==> config.mk <==
export PLATFORM = sky130hd
export DESIGN_NAME = seq_alu
export DESIGN_NICKNAME = d
export VERILOG_FILES = /design/src/rtl/alu_pkg.sv /design/src/rtl/seq_muldiv.sv /design/src/rtl/seq_alu.sv
export SDC_FILE = /design/constraint.sdc
export NUM_CORES = 1
export LEC_CHECK = 0
export BUFFER_PORTS_ARGS = -buffer_cell sky130_fd_sc_hd__buf_2
export CORE_MARGIN = 1
export CORE_UTILIZATION = 61
export DETAILED_ROUTE_END_ITERATION = 8
export HOLD_SLACK_MARGIN = 0.02
export PLACE_DENSITY = 0.82
export SETUP_SLACK_MARGIN = 0.15
export SLEW_MARGIN = 10
export SYNTH_ARGS = -nofsm -noshare
export SYNTH_HDL_FRONTEND = slang
export SYNTH_HIERARCHICAL = 1
export SYNTH_SLANG_ARGS = --single-unit
export TNS_END_PERCENT = 50
==> constraint.sdc <==
create_clock -name clk -period 4.6 [get_ports clk]
set_input_delay 0.92 -clock clk [delete_from_list [all_inputs] [get_ports clk]]
set_output_delay 0.92 -clock clk [all_outputs]
set_load 0.02 [all_outputs]
==> src/rtl/alu_pkg.sv <==
// Shared definitions for the sequential ALU: opcode encodings and a
// helper that classifies which operations use the iterative engine.
package alu_pkg;

    typedef enum logic [2:0] {
        OP_NOP = 3'b000,
        OP_ADD = 3'b001,
        OP_SUB = 3'b010,
        OP_AND = 3'b011,
        OP_OR  = 3'b100,
        OP_XOR = 3'b101,
        OP_MUL = 3'b110,
        OP_DIV = 3'b111
    } alu_op_e;

    typedef enum logic {
        ST_IDLE = 1'b0,
        ST_BUSY = 1'b1
    } alu_state_e;

    function automatic logic is_multicycle(alu_op_e op);
        return (op == OP_MUL) || (op == OP_DIV);
    endfunction

endpackage

==> src/rtl/seq_muldiv.sv <==
// Iterative unsigned multiply (shift-add) / divide (restoring) engine.
// Ports: clk, rst (async, active high); load latches a/b/op_is_div;
// step advances one iteration; step_done acknowledges the step;
// step_result is the register value after the current step
// (product for MUL, {remainder, quotient} for DIV).
module seq_muldiv
    import alu_pkg::*;
#(
    parameter int WIDTH = 8
) (
    input  logic               clk,
    input  logic               rst,
    input  logic               load,
    input  logic               step,
    input  logic               op_is_div,
    input  logic [WIDTH-1:0]   a,
    input  logic [WIDTH-1:0]   b,
    output logic               step_done,
    output logic [2*WIDTH-1:0] step_result
);

    // p holds {acc, multiplier} for MUL and {remainder, dividend} for
    // DIV; m holds the multiplicand or the divisor.
    logic [2*WIDTH-1:0] p;
    logic [WIDTH-1:0]   m;
    logic               div;

    logic [WIDTH-1:0]   p_hi;
    logic [WIDTH:0]     acc;
    logic [WIDTH:0]     rs;
    logic               ge;
    logic [WIDTH-1:0]   rem_next;
    logic [2*WIDTH-1:0] mul_next;
    logic [2*WIDTH-1:0] div_next;

    assign p_hi = p[2*WIDTH-1:WIDTH];

    // Shift-add: add multiplicand into the upper half when the current
    // multiplier LSB is set, then shift the whole register right.
    assign acc      = {1'b0, p_hi}
                    + (p[0] ? {1'b0, m} : {(WIDTH+1){1'b0}});
    assign mul_next = {acc, p[WIDTH-1:1]};

    // Restoring divide: shift the next dividend bit into the remainder
    // and subtract when it fits. rs - m < m, so the low WIDTH bits of
    // the subtraction are exact.
    assign rs       = {p_hi, p[WIDTH-1]};
    assign ge       = (rs >= {1'b0, m});
    assign rem_next = ge ? (rs[WIDTH-1:0] - m) : rs[WIDTH-1:0];
    assign div_next = {rem_next, p[WIDTH-2:0], ge};

    assign step_result = div ? div_next : mul_next;
    assign step_done   = step;

    always_ff @(posedge clk or posedge rst) begin
        if (rst) begin
            p   <= '0;
            m   <= '0;
            div <= 1'b0;
        end else if (load) begin
            div <= op_is_div;
            p   <= op_is_div ? {{WIDTH{1'b0}}, a} : {{WIDTH{1'b0}}, b};
            m   <= op_is_div ? b : a;
        end else if (step) begin
            p <= step_result;
        end
    end

endmodule

==> src/rtl/seq_alu.sv <==
// Sequential ALU with ready/start/done handshake, one op in flight.
// Ports: clk, rst (async, active high); start/opcode/a/b request;
// ready idle flag; done one-cycle pulse; result/err held until next done.
module seq_alu
    import alu_pkg::*;
#(
    parameter int WIDTH = 8
) (
    input  logic               clk,
    input  logic               rst,
    input  logic               start,
    input  logic [2:0]         opcode,
    input  logic [WIDTH-1:0]   a,
    input  logic [WIDTH-1:0]   b,
    output logic               ready,
    output logic               done,
    output logic [2*WIDTH-1:0] result,
    output logic               err
);

    localparam int CW = $clog2(WIDTH);

    alu_state_e         state, state_n;
    logic [CW-1:0]      cnt, cnt_n;
    logic               done_n;
    logic [2*WIDTH-1:0] result_n;
    logic               err_n;

    alu_op_e            op;
    logic               b_zero;
    logic               load;
    logic               step;
    logic               step_done;
    logic [2*WIDTH-1:0] step_result;
    logic [2*WIDTH-1:0] single_res;
    logic [WIDTH:0]     sum;
    logic [WIDTH:0]     dif;

    assign op     = alu_op_e'(opcode);
    assign b_zero = (b == '0);
    assign ready  = (state == ST_IDLE);

    // Bit WIDTH of the (WIDTH+1)-bit sum/difference is carry/borrow.
    assign sum = {1'b0, a} + {1'b0, b};
    assign dif = {1'b0, a} - {1'b0, b};

    always_comb begin
        single_res = '0;
        unique case (op)
            OP_ADD: single_res = {{(WIDTH-1){1'b0}}, sum};
            OP_SUB: single_res = {{(WIDTH-1){1'b0}}, dif};
            OP_AND: single_res = {{WIDTH{1'b0}}, a & b};
            OP_OR:  single_res = {{WIDTH{1'b0}}, a | b};
            OP_XOR: single_res = {{WIDTH{1'b0}}, a ^ b};
            OP_DIV: single_res = {a, {WIDTH{1'b1}}};
            OP_NOP,
            OP_MUL: single_res = '0;
        endcase
    end

    always_comb begin
        state_n  = state;
        cnt_n    = cnt;
        done_n   = 1'b0;
        result_n = result;
        err_n    = err;
        load     = 1'b0;
        step     = 1'b0;
        unique case (state)
            ST_IDLE: begin
                if (start) begin
                    if (is_multicycle(op) && !(op == OP_DIV && b_zero)) begin
                        load    = 1'b1;
                        cnt_n   = '0;
                        state_n = ST_BUSY;
                    end else begin
                        done_n   = 1'b1;
                        result_n = single_res;
                        err_n    = (op == OP_DIV);
                    end
                end
            end
            ST_BUSY: begin
                step = 1'b1;
                if (step_done) begin
                    // cnt counts steps already committed; the step
                    // landing on this edge is the final one at WIDTH-1.
                    if (cnt == CW'(WIDTH-1)) begin
                        cnt_n    = '0;
                        state_n  = ST_IDLE;
                        done_n   = 1'b1;
                        result_n = step_result;
                        err_n    = 1'b0;
                    end else begin
                        cnt_n = cnt + CW'(1);
                    end
                end
            end
        endcase
    end

    always_ff @(posedge clk or posedge rst) begin
        if (rst) begin
            state  <= ST_IDLE;
            cnt    <= '0;
            done   <= 1'b0;
            result <= '0;
            err    <= 1'b0;
        end else begin
            state  <= state_n;
            cnt    <= cnt_n;
            done   <= done_n;
            result <= result_n;
            err    <= err_n;
        end
    end

    seq_muldiv #(
        .WIDTH (WIDTH)
    ) u_muldiv (
        .clk         (clk),
        .rst         (rst),
        .load        (load),
        .step        (step),
        .op_is_div   (op == OP_DIV),
        .a           (a),
        .b           (b),
        .step_done   (step_done),
        .step_result (step_result)
    );

endmodule

* Word-level counts from Yosys, hierarchy flattened *
Cells that the tools add are included.
Widths: inputs -> output; s select.

word-level totals
  bits in registers = 47
  input bits = 22
  output and inout port bits = 19
  word-level logic and storage cells = 76

cells by class
  add/sub/neg operators = 5
  order comparisons = 1
  equal/unequal tests = 13
  multiplexer cells = 35
  bitwise operators = 4
  reduce and logical (&&, ||, !) cells = 10

operators by type and width
  cell                 count
  $mux 16              7
  $pmux 16 s7          1
  $mux 8               4
  $pmux 16 s2          1
  $eq 3x3->1 const B   5
  $mux 1               14
  $mux 3               4
  $add 8x8->9          1
  $add 8x9->9          1
  $ge 9x8->1           1
  $sub 8x8->9          1
  $and 8x8->8          1
  $logic_not 8->1      1
  $or 8x8->8           1
  $sub 8x8->8          1
  $xor 8x8->8          1
  $eq 3x2->1 const B   2
  $ne 2x1->1 const B   3
  $pmux 1 s2           3
  $pmux 3 s2           1
  $ne 2x2->1 const B   2
  $reduce_and 4->1     1
  $add 3x1->3 const B  1
  $eq 3x1->1 const B   1
  other kinds (8)      9

* Logic depth before layout (Yosys ltp) *
  depth in word-level cells = 8
  gate-level depth with buffers = 12
  depth with buffers taken out = 12

* By module *
The synthesis kept the hierarchy.

modules (own cells, without submodules)
  module      times used  cells an instance  area each (µm²)  seq. area each (µm²)
  seq_muldiv  1           265                2,288.4          625.6
  seq_alu     1           264                2,134.5          550.5

* Worst setup path before layout *
OpenSTA, ideal clock, no wires.

  path kind = in2reg
  from = input port opcode[0]
  to = register result[6]
  setup time = 0.130 ns
  arrival time = 3.264 ns
  data required time = 4.470 ns
  setup slack = 1.205 ns
  stages = 10
  cells stage by stage = buf_2 -> nor3_4 -> mux2_2 -> fa_1 -> nand2b_1 -> a211oi_1 -> a211oi_1 -> xnor2_1 -> a2111oi_2 -> nor3_2

between the ends
  word-level cells in the longest chain between the ends = 6
  elaborated cells between the ends (all ways) = 19
  those cells by class = 8 x eq/ne; 4 x mux; 7 x reduce/logical

ends and longest elaborated chain
  what                                                  line                          text
  start, declared                                       seq_alu.sv:12                 input logic [2:0] opcode,
  $eq 3x3->1, or another cell as far along              alu_pkg.sv:22, seq_alu.sv:49
  $reduce_or 2->1 or $logic_and 1x1->1 (tied branches)  seq_alu.sv:49, seq_alu.sv:72
  $pmux 16 s7 or $logic_not 1->1 (tied branches)        seq_alu.sv:49, seq_alu.sv:72
  $mux 16 or $logic_and 1x1->1 (tied branches)          seq_alu.sv:72                 if (is_multicycle(op) && !(op == OP_DIV && b_zero)) begin
  $mux 16 or $ne 2x2->1 (tied branches)                 -
  $pmux 16 s2 or $reduce_and 4->1 (tied branches)       -
  end signal, assigned                                  seq_alu.sv:113                result <= result_n;
  end, declared                                         seq_alu.sv:17                 output logic [2*WIDTH-1:0] result,

Several ways; a longest one is shown, not always the timed one. The select of a mux whose other input is x is not followed.
A chain may end at the register's enable or synchronous reset.

* Final worst setup path *
  from = input port opcode[1]
  to = register result[6]

The elaborated chain is that of the path after synthesis.

==> results.md <==
* Top post-synthesis cells by count: 49 x a21oi_1, 49 x nand2_1, 47 x dfrtp_1
* Comb power frac at 67.7%
* H-tree levels at 2
* Share of cells above drive strength 1 at 15.5%
* Synth-to-Final Area Change at 7.61%
* Sequential share of power at 23.3%
* Synthesized area at 4420 sq um
* Synthesized netlist net count at 597
* CTS Buf Count at 5
* Area post-placement at 4640 sq um
* Vias in the first global route at 3723
* P_int at 0.00178 W
* Post-synth top area cell: dfrtp_1
* Core area at 6910 sq um
* Final Hold Viols at 0
* Hold Crit Class: register to register
* Clock Skew at 14.8 ps
* Switch share at 49.8%
* Die ar. at 7600 sq um
* Maxcap violations at 0
* FILL cells at 590
* Gate Count Post-Synth at 529
* Die Ht at 87.2 um
* # Post-CTS Setup Buffers at 0
* Ys flop type: dfrtp_1
* R2r worst-path depth at 10
* Critical path startpoint category: input pin
* Clk slew on worst S/H paths at 100 ps
* Vias per inst at 6.19
* Hold WS at 493 ps
* Worst skew pair latency at 310 ps
* Seq cells post-synth at 47
* Die extent in x at 87.2 um
* Root buffer cell: clkbuf_8
* Initial core utilization at 64.0%
* Post-Place Setup Slack at 953 ps
* Routed Wire Length at 11.7 mm
* Overflow after GRT at 0
* Fin crit period at 3330 ps
* Row Count at 30
* Sink Count at 47
* Count of flip-flops with a built-in enable after synthesis at 0
* Synthesized area per cell at 8.36 sq um
* Hold-fix buffers, CTS at 0
* Synthesis Warnings at 6
* Post-cts resize count at 0
* Routed vias at 4038
* Critical path data required time at 4800 ps
* Critical Setup Path Class: input pin to register
* 1st-pass router iterations at 5
* Design area at 4760 sq um
* Setup Viol. Count Final at 0
* Psw at 0.00176 W
* Largest net degree at the start of global routing at 47
* Port bufs at 40
* Final Cycle Share at 72.5%
* Arr. time, crit path at 3540 ps
* Power density cells at 744 nW/um^2
* Ranking of synthesized cells by area: dfrtp_1 27%, ha_1 12%, a21oi_1 5.5%, mux2i_1 5.0%, o21ai_0 4.3%
* # DRC at 0
* Clock share of power at 9.0%
* Setup crit end kind: register
* Actual slew at the worst max-slew pin at 1040 ps
* Ant. Diodes at 0
* Initial drt markers at 348
* Routed length per instance at 17.9 um
* Async set-reset flop share out of synthesis at 100%
* Max VDD drop at 0.423 mV
* Top Ports at 41
* RSZ-0062 raised after global routing: false
* Yosys top cell area share at 26.6%
* TritonCTS clock tree: yes
* Setup ws final at 1270 ps
* Max-slew violations at 0
* Hold path cells at 2
* Routability Congestion at 0.934
* Synth cell types at 66
* GRT Total Usage at 32.2%
* Status: finished clean
* Initial antenna violation count at 0
* Final ANT Viol Nets at 0
* Slew headroom at 30.4%
* Crit Path Max Fanout at 15
* Maximum clock rate at 300 MHz
* Final #Nets at 623
* DP HPWL at 8.77 mm
* Leakage at 2.28 nW
* Clk buf depth at 2
* First-pass GRT wire length at 18.9 mm
* Sum of negative setup slack at 0 ps
* Post-synthesis sequential area ratio at 26.6%
per-layer routing:
metal / GRT usage (%) / vias to the layer above / part of all wire (%)
li1: - / 1930 / -
met1: 44.2 / 1937 / 45
met2: 52.9 / 152 / 47
met3: 4.55 / 19 / 6.2
met4: 9.54 / 0 / 2.0
met5: 0 / - / 0
critical path: stages:
cell	delay (ps)
buf_2	250
inv_2	120
nor3_4	210
mux2_2	380
fa_1	430
nand2b_1	180
a211oi_1	310
a211oi_1	110
xnor2_1	150
a2111oi_2	400
nor3_2	80
path summary, 6_finish.rpt:
path	from	endpoint	slack [ps]
hold reg to reg	result[8]	result[8]	490
max in group asynchronous	rst	u_muldiv/m[0]	3110
setup reg to reg	u_muldiv/p[0]	result[13]	1740
min in group asynchronous	rst	result[12]	780
setup / recovery	opcode[1]	result[6]	1270
hold / removal	result[8]	result[8]	490
logic make-up after synthesis:
kind of cell / Yosys count / share of synthesized area (%)
AO/OA/AOI/OAI: 159 / 23.4
multiplexers: 38 / 9.05
XOR/XNOR: 17 / 3.37
AND/OR/NAND/NOR: 157 / 17.7
flip-flops: 47 / 26.6
buffers and inverters: 65 / 6.34
adder cells (fa/ha/maj): 46 / 13.5
through the flow:
stage	power, W	util (%)	cells
floorplan	0.00263	-	529
global placement	0.00308	67.2	644
detailed placement	0.00317	67.2	644
CTS	0.00350	68.9	652
global route	0.00381	68.9	652
finish	0.00354	68.9	652
placed cells by master, fill, tap and decap left out, types with 3 or more instances in the layout:
cell      Yosys  layout
fa_1          3       3
clkbuf_8      0       5
a311oi_1      4       4
nor2b_1       5       5
buf_4         2       4
a31oi_1       7       7
or3_1         3       3
o211ai_1      5       5
mux2_2       16      16
nand3_1       8       8
o21ai_0      38      38
o21a_1        8       8
a21o_1       11      11
a211oi_1      8       8
nand2_1      49      49
nor2_1       46      46
dfrtp_1      47      47
a21oi_1      49      49
xor2_1        5       5
and3_1       11      11
inv_1        37      37
nor3_1        4       4
buf_2         3      40
ha_1         43      43
or2_2         3       3
xnor2_1      12      12
nand2b_1      6       6
mux2i_1      22      22
and2_1        8       8
sequential cells by signal, summed over array words and instances (netlist names):
| name | count |
|---|---|
| cnt | 3 |
| done | 1 |
| result | 16 |
| u_muldiv/m | 8 |
| u_muldiv/p | 16 |
| state | 1 |
| u_muldiv/div | 1 |
| err | 1 |
power groups by stage:
stage	clock network, W	logic [W]	registers, W
after floorplan	0	0.00178	0.000844
after global placement	0	0.00227	0.000815
after detailed placement	0	0.00234	0.000824
after CTS	0.000322	0.00236	0.000818
after global routing	0.000340	0.00262	0.000850
final	0.000320	0.00240	0.000825
layout make-up:
type                            instances  area (sq um)  share of cell area [%]
Timing Repair Buffer                   44           230                    4.84
Clock inverter                          3          46.3                   0.973
Tap cell                               96           120                    2.52
Multi-Input combinational cell        417          2970                    62.3
Inverter                               40           151                    3.18
Clock buffer                            5          68.8                    1.45
Sequential cell                        47          1180                    24.7
Power figures use the tool's default switching activity.
